**src/rtl/fetch_pkg.sv**
```systemverilog
// Shared fetch-stage constants and the queued fetch entry layout.
package fetch_pkg;

    localparam int          INSTR_BYTES = 4;
    localparam logic [31:0] ZERO_INSTR  = 32'h00000000;

    typedef struct packed {
        logic [63:0] pc;
        logic [31:0] instr;
    } fetch_entry_t;

endpackage

```
**src/rtl/fetch_fifo.sv**
```systemverilog
// Synchronous FIFO with flush; the head output holds the last popped
// entry while empty.
module fetch_fifo #(
    parameter int W     = 96,
    parameter int DEPTH = 2
) (
    input  logic                       i_clk,
    input  logic                       i_rst_n,
    input  logic                       i_push,
    input  logic                       i_pop,
    input  logic                       i_flush,
    input  logic [W-1:0]               i_data,
    output logic [W-1:0]               o_data,
    output logic                       o_full,
    output logic                       o_empty,
    output logic [$clog2(DEPTH):0]     o_count
);

    localparam int AW = $clog2(DEPTH);
    localparam int CW = AW + 1;

    logic [W-1:0]  r_mem [DEPTH];
    logic [W-1:0]  r_last;
    logic [AW-1:0] r_wr;
    logic [AW-1:0] r_rd;
    logic [CW-1:0] r_count;
    logic          w_push;
    logic          w_pop;

    assign o_full  = (r_count == CW'(DEPTH));
    assign o_empty = (r_count == '0);
    assign o_count = r_count;
    assign w_pop   = i_pop & ~o_empty;
    assign w_push  = i_push & (~o_full | w_pop);
    assign o_data  = o_empty ? r_last : r_mem[r_rd];

    always_ff @(posedge i_clk) begin
        if (!i_rst_n) begin
            r_wr    <= '0;
            r_rd    <= '0;
            r_count <= '0;
            r_last  <= '0;
            for (int i = 0; i < DEPTH; i++) begin
                r_mem[i] <= '0;
            end
        end else if (i_flush) begin
            r_wr    <= '0;
            r_rd    <= '0;
            r_count <= '0;
        end else begin
            if (w_push) begin
                r_mem[r_wr] <= i_data;
                r_wr        <= r_wr + AW'(1);
            end
            if (w_pop) begin
                r_last <= r_mem[r_rd];
                r_rd   <= r_rd + AW'(1);
            end
            if (w_push && !w_pop) begin
                r_count <= r_count + CW'(1);
            end else if (w_pop && !w_push) begin
                r_count <= r_count - CW'(1);
            end
        end
    end

endmodule

```
**src/rtl/fetch_unit.sv**
```systemverilog
// Instruction fetch: PC register, redirect/halt/fault control and the
// decode-facing entry queue.
module fetch_unit
    import fetch_pkg::*;
#(
    parameter logic [63:0] RESET_PC     = 64'h0,
    parameter int          DEPTH        = 2,
    parameter bit          HALT_ON_ZERO = 1'b1
) (
    input  logic        CLK,
    input  logic        Reset_L,
    output logic [63:0] imem_addr,
    input  logic [31:0] imem_data,
    input  logic        redirect_valid,
    input  logic [63:0] redirect_target,
    output logic        out_valid,
    input  logic        out_ready,
    output logic [31:0] out_instr,
    output logic [63:0] out_pc,
    output logic        halted,
    output logic        fault
);

    localparam int CW = $clog2(DEPTH) + 1;

    logic [63:0]   r_pc;
    logic          r_halted;
    logic          r_fault;
    logic          w_pop;
    logic          w_push;
    logic          w_can_push;
    logic          w_fetch_en;
    logic          w_full;
    logic          w_empty;
    logic [CW-1:0] w_count;
    fetch_entry_t  w_in;
    fetch_entry_t  w_head;

    assign imem_addr  = r_pc;
    assign halted     = r_halted;
    assign fault      = r_fault;
    assign out_valid  = ~w_empty;
    assign out_instr  = w_head.instr;
    assign out_pc     = w_head.pc;
    assign w_pop      = out_valid & out_ready;
    assign w_can_push = (w_count < CW'(DEPTH)) | w_pop;
    assign w_fetch_en = ~r_halted & ~r_fault;
    assign w_push     = ~redirect_valid & w_fetch_en & w_can_push;
    assign w_in       = '{pc: r_pc, instr: imem_data};

    fetch_fifo #(
        .W     ($bits(fetch_entry_t)),
        .DEPTH (DEPTH)
    ) u_fifo (
        .i_clk   (CLK),
        .i_rst_n (Reset_L),
        .i_push  (w_push),
        .i_pop   (w_pop),
        .i_flush (redirect_valid),
        .i_data  (w_in),
        .o_data  (w_head),
        .o_full  (w_full),
        .o_empty (w_empty),
        .o_count (w_count)
    );

    // Queue occupancy flags must agree with the counter.
    a_full_consistent: assert property (
        @(posedge CLK) w_full == (w_count == CW'(DEPTH))
    );

    always_ff @(posedge CLK) begin
        if (!Reset_L) begin
            r_pc     <= RESET_PC;
            r_halted <= 1'b0;
            r_fault  <= 1'b0;
        end else if (redirect_valid) begin
            if (redirect_target[1:0] == 2'b00) begin
                r_pc     <= redirect_target;
                r_halted <= 1'b0;
            end else begin
                r_fault <= 1'b1;
            end
        end else if (w_push) begin
            r_pc <= r_pc + 64'(INSTR_BYTES);
            if (HALT_ON_ZERO && imem_data == ZERO_INSTR) begin
                r_halted <= 1'b1;
            end
        end
    end

endmodule

```
**config.mk**
```make
export PLATFORM = sky130hd
export DESIGN_NAME = fetch_unit
export DESIGN_NICKNAME = d
export VERILOG_FILES = /design/src/rtl/fetch_pkg.sv /design/src/rtl/fetch_fifo.sv /design/src/rtl/fetch_unit.sv
export SDC_FILE = /design/constraint.sdc
export NUM_CORES = 1
export LEC_CHECK = 0
export ABC_AREA = 1
export CORE_MARGIN = 2
export CORE_UTILIZATION = 55
export CTS_CLUSTER_DIAMETER = 60
export DETAILED_ROUTE_END_ITERATION = 10
export GPL_ROUTABILITY_DRIVEN = 0
export PLACE_DENSITY_LB_ADDON = 0.1
export SYNTH_ARGS = -nofsm -noshare
export SYNTH_HDL_FRONTEND = slang
export SYNTH_SLANG_ARGS = --single-unit
```
**constraint.sdc**
```tcl
create_clock -name CLK -period 4.8 [get_ports CLK]
set_input_delay 0.72 -clock CLK [delete_from_list [all_inputs] [get_ports CLK]]
set_output_delay 0.72 -clock CLK [all_outputs]
set_load 0.05 [all_outputs]
```
## Word-level counts from Yosys, hierarchy flattened

Memory sizes are Yosys's and may differ from the RTL's. A register that Yosys moved wholly into a read port is not among the register bits.
Index checks and enable logic that the tools add are counted.

| storage, ports and cells | value |
|---|---|
| bits in registers | 166 |
| RAM bits | 192 |
| input bits | 100 |
| word-level logic and storage cells | 67 |
| memories kept | 1 |

| cells by class | value |
|---|---|
| add/sub/neg operators | 5 |
| order comparisons | 1 |
| equal/unequal tests | 2 |
| muxes and demuxes | 20 |
| bitwise logic cells | 15 |
| reduce and logical (&&, ||, !) cells | 16 |

Memories:

| memory | words | bits a word | rd ports | clocked after memory_dff | wr ports | line | source |
|---|---|---|---|---|---|---|---|
| u_fifo.r_mem | 2 | 96 | 1 | 1 | 2 | fetch_fifo.sv:22 | `logic [W-1:0] r_mem [DEPTH];` |

Operator list:

| cell | number |
|---|---|
| 2-to-1 mux 64 bit | 3 |
| 2-to-1 mux 96 bit | 2 |
| OR reduction 96 bit | 1 |
| adder 64 x 3 -> 64 bit, second input constant | 1 |
| logical NOT 32 bit | 1 |
| 2-to-1 mux 1 bit | 13 |
| inverter 1 bit | 7 |
| bitwise AND 1 bit | 6 |
| AND reduction 2 bit | 3 |
| nonzero test 2 bit | 3 |
| logical NOT 2 bit | 2 |
| 2-to-1 mux 2 bit | 2 |
| AND reduction 3 bit | 1 |
| adder 1 bit, second input constant | 2 |
| adder 2 x 1 -> 2 bit, second input constant | 1 |
| equality test 2 bit, second input constant | 1 |
| logical AND 1 bit | 2 |
| logical NOT 1 bit | 2 |
| less-than comparator 2 bit, second input constant | 1 |
| != test 2 x 1 -> 1 bit, second input constant | 1 |
| bitwise OR 1 bit | 2 |
| OR reduction 2 bit | 1 |
| subtractor 2 x 1 -> 2 bit, second input constant | 1 |

## Longest topological paths before layout

Gate-level depths: netlist of run 1.

| logic depth | value |
|---|---|
| depth after elaboration | 12 |
| mapped depth | 11 |

## Modules after synthesis

From an unflattened synthesis of run 1, not the netlist that was laid out.

| unflattened totals | value |
|---|---|
| cell total of the unflattened synthesis | 2878 |
| area total of the unflattened synthesis | 19516.2 µm² |

Modules (own cells, without submodules):

| module | times used | cells an instance | area an instance (µm²) |
|---|---|---|---|
| fetch_fifo | 1 | 1970 | 14482.6 |
| fetch_unit | 1 | 908 | 5033.6 |

## Worst setup path before layout of run 1

OpenSTA, ideal clock, no wires.

| timing | value |
|---|---|
| path kind | input-to-reg |
| from | input redirect_valid |
| to | memory u_fifo.r_mem[1][0] (enable) |
| data arrival time | 3.644 ns |
| data required time | 4.342 ns |
| setup slack | 0.698 ns |
| stages | 7 |
| cells stage by stage | inv_2 -> nand3_4 -> inv_1 -> nand3_1 -> buf_2 -> buf_2 -> nand2_1 |

RTL lines:

| item | line | source |
|---|---|---|
| from (decl) | fetch_unit.sv:14 | `input logic redirect_valid,` |
| to (decl) | fetch_fifo.sv:22 |  |

==> results.yml, run 1 <==
synth:
  synth_cells: 2149
  syn_nets: 2251
  synth-compound-area-share: 0.0888
  yosys.area_share.simple: 0.277
  muxShareOfSynthArea: 0.0541
  synth_top_family_by_area: "simple AND/OR/NAND/NOR gates"
  yosysUniqueCellTypes: 41
  synth-xor-area-share: 0.000493
  ys_seq_elements: 359
  yosys_warnings: 0
  avgSynthCellArea_um2: 8.26
  synth_ff_type: "edfxtp_1"
  synth_edf_count: 192
  synth-adder-area-share: 0.00141
  async_flop_share: 0
  ys_seq_area_frac: 0.513
  synth_area_um2: 17700
timing:
  worst_pin_slew_ns: 1.18
  fmax_mhz: 257
  slew_violations: 0
  skew_ns: 0.0299
  hold_viol: 0
  fin_tns_setup_ns: 0
  period_needed_ns: 3.89
  layout_worst_path_cycle_share: 0.810
  setup_viol: 0
  rsz0062_at_grt: "no"
  slew_headroom: 0.216
pwr:
  p_leak_nw: 7.36
  pwr-share-comb: 0.149
  seqPwrFrac: 0.470
  sw_frac_of_total: 0.277
  ir_drop_v: 0.000226
  clkPwrFrac: 0.382
  power_density_nw_per_um2: 341
  switchingPower_mw: 2.06
  intPower_mw: 5.36
route:
  dr.pass1.iters: 6
  routed-wl-met3_um: 4790
  highest_layer: "met4"
  drc: 0
  ant_nets: 0
  wl_met1_um: 21600
  wl_met2_um: 22300
  dr_total_vias: 15600
  wire_per_inst_um: 18.1
  finalWirelength_um: 50300
  drtIter0Drc: 1552
  viasPerCell: 5.60
critical_path:
  crit_family: "buffers and inverters"
  crit_fanout: 43
  crit_slowest_cell: "dfxtp_4"
  worstSetupStartpointType: "flip-flop"
  crit_buf_inv: 2
  path_cells: "buf_4 > mux2i_1 > o21ai_0 > clkdlybuf4s50_1"
  required_ns: 4.08
  cp_data_arrival_time_ns: 3.17
  crit_type: "flip-flop to output port"
  endpoint_kind: "output port"
  cpPeakStageDelay_ns: 0.87
layout:
  multi_input_comb_area_um2: 7530
  area_growth_syn_to_layout_pct: 22.4
  final-instance-count-excl-fill: 2785
  stdcell_area_um2: 21700
  fillers: 2473
  regArea_um2: 9110
  layout_common_cells: "nand2_1 (480), nor2_1 (363), clkdlybuf4s50_1 (262)"
  drive_above_1_share: 0.0701
  diodes: 0
  final_common_cell: "nand2_1"
  fin_nets: 2456
status:
  outcome: "finished clean"
floorplanning:
  start_util: 0.561
  dieArea_um2: 33700
  core_um2: 31600
  die_x_um: 184
  core.rowCount: 65
  ios: 263
  die_h_um: 184
placed_design:
  dp.final_hpwl_um: 34700
  place_inst: 2715
  place_area_um2: 20500
  port_buffers: 262
global_route:
  first_global_vias: 14400
  grt_pass1_wl_um: 77700
  overflow: 0
  antenna_found_initial: 0
  track_usage: 0.293
  grt_max_degree: 194
cts:
  path_clk_slew_ns: 0.06
  ctsResizeCount: 0
  cts_sinks: 359
  clkLatencyLatePin_ns: 0.54
  postCtsSetupBuffers: 0
  cts_hold_buf: 0
  h-tree-depth: 2
  cts_tree: "built"
  clockBufferDepth: 3
  clockRootBuffer: "clkbuf_16"
  numCtsBuffers: 39
min_path:
  hp-class: "flip-flop to flip-flop"
run:
  max_cap_violations: 0
## metrics by stage
stage          utilization  hold slack (ns)  worst slack, ns  power (mW)
2_1_floorplan            -            0.445            0.698        4.23
3_3_place_gp         0.648            0.451             1.51        4.62
3_5_place_dp         0.648            0.455             1.47        4.64
4_1_cts              0.686            0.464            0.911        7.45
5_1_grt              0.686            0.473            0.813        7.65
6_report             0.686            0.464            0.913        7.41
## state kept, by name, summed over array words and instances, names as in the netlist, named ones only
| register | count |
|---|---|
| u_fifo.r_rd | 1 |
| u_fifo.o_count | 2 |
| u_fifo.r_last | 96 |
| halted | 1 |
| u_fifo.r_mem | 192 |
| u_fifo.r_wr | 1 |
| imem_addr | 64 |
| fault | 1 |
## cell usage after synthesis, types with 4 or more instances
cell type,count,share of area
a21oi_1,128,0.036
a31oi_1,18,0.0063
buf_2,42,0.012
buf_4,9,0.0038
clkbuf_1,56,0.012
dfxtp_1,167,0.19
edfxtp_1,192,0.32
inv_1,144,0.030
inv_2,7,0.0015
mux2i_1,96,0.054
nand2_1,483,0.10
nand2_2,21,0.0074
nand3_1,82,0.023
nand4_1,35,0.012
nor2_1,363,0.077
nor2_2,20,0.0070
nor2_4,13,0.0082
nor3_1,4,0.0011
o211ai_1,19,0.0080
o21ai_0,124,0.035
or2_0,71,0.025
or2_1,4,0.0014
or2_2,22,0.0078
## layout make-up
| class | instances | share of cell area |
|---|---|---|
| Clock buffer | 57 | 0.0518 |
| Tap cell | 402 | 0.0232 |
| Inverter | 151 | 0.0262 |
| Clock inverter | 13 | 0.00351 |
| Multi-Input combinational cell | 1522 | 0.347 |
| Timing Repair Buffer | 281 | 0.129 |
| Sequential cell | 359 | 0.420 |
## cells by family (layout without fill, tap and decap cells)
logic type	count (synthesis)	after routing
compound gates	297	297
xor+xnor	1	1
fa+ha+maj	2	2
buf+inv	268	502
flops	359	359
mux	96	96
simple gates	1126	1126
## tightest hold or removal path, cell delays in order (launching register included)
cell	delay, ns
dfxtp_1	0.31
nand2_1	0.06
a21oi_1	0.05
## metal layers
metal	vias to the layer above	GRT usage
li1	7467	-
met1	7226	0.421
met2	797	0.451
met3	117	0.0466
met4	0	0.103
met5	-	0
## power groups by stage
stage / clock (mW) / combinational (mW) / sequential (mW)
after floorplan: 0 / 0.615 / 3.62
after global placement: 0 / 1.09 / 3.53
after detailed placement: 0 / 1.10 / 3.54
after CTS: 2.87 / 1.10 / 3.48
after global routing: 2.98 / 1.18 / 3.49
final: 2.83 / 1.10 / 3.48
## final timing paths
path	start	end	slack, ns	cells past startpoint
max	flip-flop	out_instr[13]	0.91	4
min	u_fifo.r_last[40]$_SDFFE_PN0P_	u_fifo.r_last[40]$_SDFFE_PN0P_	0.46	2
max reg2reg	fault$_SDFFE_PN0P_	u_fifo.r_mem[0][77]$_SDFFCE_PN0P_	2.55	6
min reg2reg	u_fifo.r_last[40]$_SDFFE_PN0P_	u_fifo.r_last[40]$_SDFFE_PN0P_	0.46	2
Power figures use the tool's default switching activity.
==> run 2, diff against run 1 <==
- clock period: 4.8 -> 3.68 ns (I/O delays scaled with it)
==> run 2 against run 1 <==
- flip-flop and latch count unchanged
- utilization up 0.66 points
- die area unchanged
- routed wire length up 0.62%
- sequential power up 30%
- non-clock buffer count up 10
- clock skew down 0.019 ns
- largest power group unchanged
- largest cell class unchanged
- clock-buffer cell count down 3
- hold slack worse by 0.0022 ns
==> results.yml, run 2 (synthesized netlist as in run 1, its figures left out) <==
route:
  drtIter0Drc: 1741
  viasPerCell: 5.61
  finalWirelength_um: 50600
  ant_nets: 0
  wire_per_inst_um: 18.1
  drc: 0
  dr_total_vias: 15700
  dr.pass1.iters: 7
floorplanning:
  core.rowCount: 65
  core_um2: 31600
  start_util: 0.561
  dieArea_um2: 33700
  die_h_um: 184
  ios: 263
  die_x_um: 184
global_route:
  antenna_found_initial: 0
  overflow: 0
  first_global_vias: 14700
  grt_max_degree: 125
  grt_pass1_wl_um: 78300
  track_usage: 0.297
timing:
  skew_ns: 0.0107
  rsz0062_at_grt: "no"
  setup_viol: 0
  worst_pin_slew_ns: 1.14
  holdWs_ns: 0.461
  fmax_mhz: 296
  fin_ws_ns: 0.304
  layout_worst_path_cycle_share: 0.917
  slew_headroom: 0.238
  hold_viol: 0
  slew_violations: 0
  fin_tns_setup_ns: 0
  period_needed_ns: 3.38
status:
  outcome: "finished clean"
layout:
  regArea_um2: 9110
  fin_nets: 2466
  largest_register: "u_fifo.r_mem"
  fillers: 2562
  layout_common_cells: "nand2_1 (480), nor2_1 (363), clkdlybuf4s50_1 (252)"
  drive_above_1_share: 0.0798
  diodes: 0
  final_common_cell: "nand2_1"
  area_growth_syn_to_layout_pct: 23.5
  largest_register_ffs: 192
  multi_input_comb_area_um2: 7530
critical_path:
  cp_data_arrival_time_ns: 2.82
  crit_fanout: 17
  worstSetupStartpointType: "flip-flop"
  endpoint_kind: "output port"
  crit_type: "flip-flop to output port"
  required_ns: 3.13
cts:
  ctsResizeCount: 0
  clockBufferDepth: 3
  clkLatencyLatePin_ns: 0.53
  cts_tree: "built"
  path_clk_slew_ns: 0.06
  clockRootBuffer: "clkbuf_16"
  numCtsBuffers: 39
  cts_sinks: 359
  h-tree-depth: 2
min_path:
  hp-class: "flip-flop to flip-flop"
pwr:
  ir_drop_v: 0.000295
  power.total_mw: 9.85
  p_leak_nw: 7.49
  power_density_nw_per_um2: 449
run:
  max_cap_violations: 0
placed_design:
  port_buffers: 262
  place_ws_ns: 0.661
  dp.final_hpwl_um: 35300
[run 2: cell count changes in the layout (fill, tap and decap cells not counted), moves of 2 or more]
cell and delta:
clkdlybuf4s50_1 -10, clkinv_1 -3, clkinv_2 +2, bufinv_16 +3
buf_12 +7, clkbuf_8 -2, buf_4 +12
[run 2: power by group]
part	internal (mW)	switching (mW)	total (mW)
clock	2.26	1.58	3.84
combinational	0.468	1.01	1.47
sequential	4.41	0.124	4.53
total	7.14	2.71	9.85
[run 2: per-layer routing]
layer | part of all wire | track usage | vias up
met1 | 0.43 | 0.425 | 7297
met2 | 0.44 | 0.462 | 773
met3 | 0.10 | 0.0525 | 110
met5 | 0 | 0 | -
li1 | - | - | 7495
met4 | 0.031 | 0.0925 | 0
[run 2: layout make-up]
cell class,instances,area share
well taps,402,0.0229
clock buffers,54,0.0490
inverters,151,0.0260
clock inverters,17,0.00816
flip-flops and latches,359,0.416
multi-input cells,1522,0.343
repair buffers,291,0.135
[run 2: worst paths after layout]
path | depth (start not counted) | slack, ns | start | to
setup reg to reg | 7 | 1.39 | u_fifo.o_count[1]$_SDFFE_PP0P_ | u_fifo.r_last[43]$_SDFFE_PN0P_
hold reg to reg | 2 | 0.46 | u_fifo.r_last[37]$_SDFFE_PN0P_ | u_fifo.r_last[37]$_SDFFE_PN0P_
setup / recovery | 4 | 0.30 | flip-flop | out_pc[32]
hold / removal | 2 | 0.46 | u_fifo.r_last[37]$_SDFFE_PN0P_ | u_fifo.r_last[37]$_SDFFE_PN0P_
[run 2: metrics by stage]
step / instance area [um2] / utilization / instances
after floorplan: 17800 / - / 2149
after global placement: 20600 / 0.653 / 2724
after detailed placement: 20600 / 0.653 / 2724
after CTS: 21900 / 0.692 / 2795
after global routing: 21900 / 0.693 / 2796
final: 21900 / 0.693 / 2796
[run 2: worst max-delay path: stages (launching register included)]
cell and delay (ns):
dfxtp_4 0.58, buf_4 0.40, mux2i_1 0.44, o21ai_0 0.14, clkdlybuf4s50_1 0.72
[run 2: timing repair]
item | in CTS | in global routing
buffers inserted | 0 | 1
hold buffers | 0 | 0
setup endpoints to repair | 0 | 1
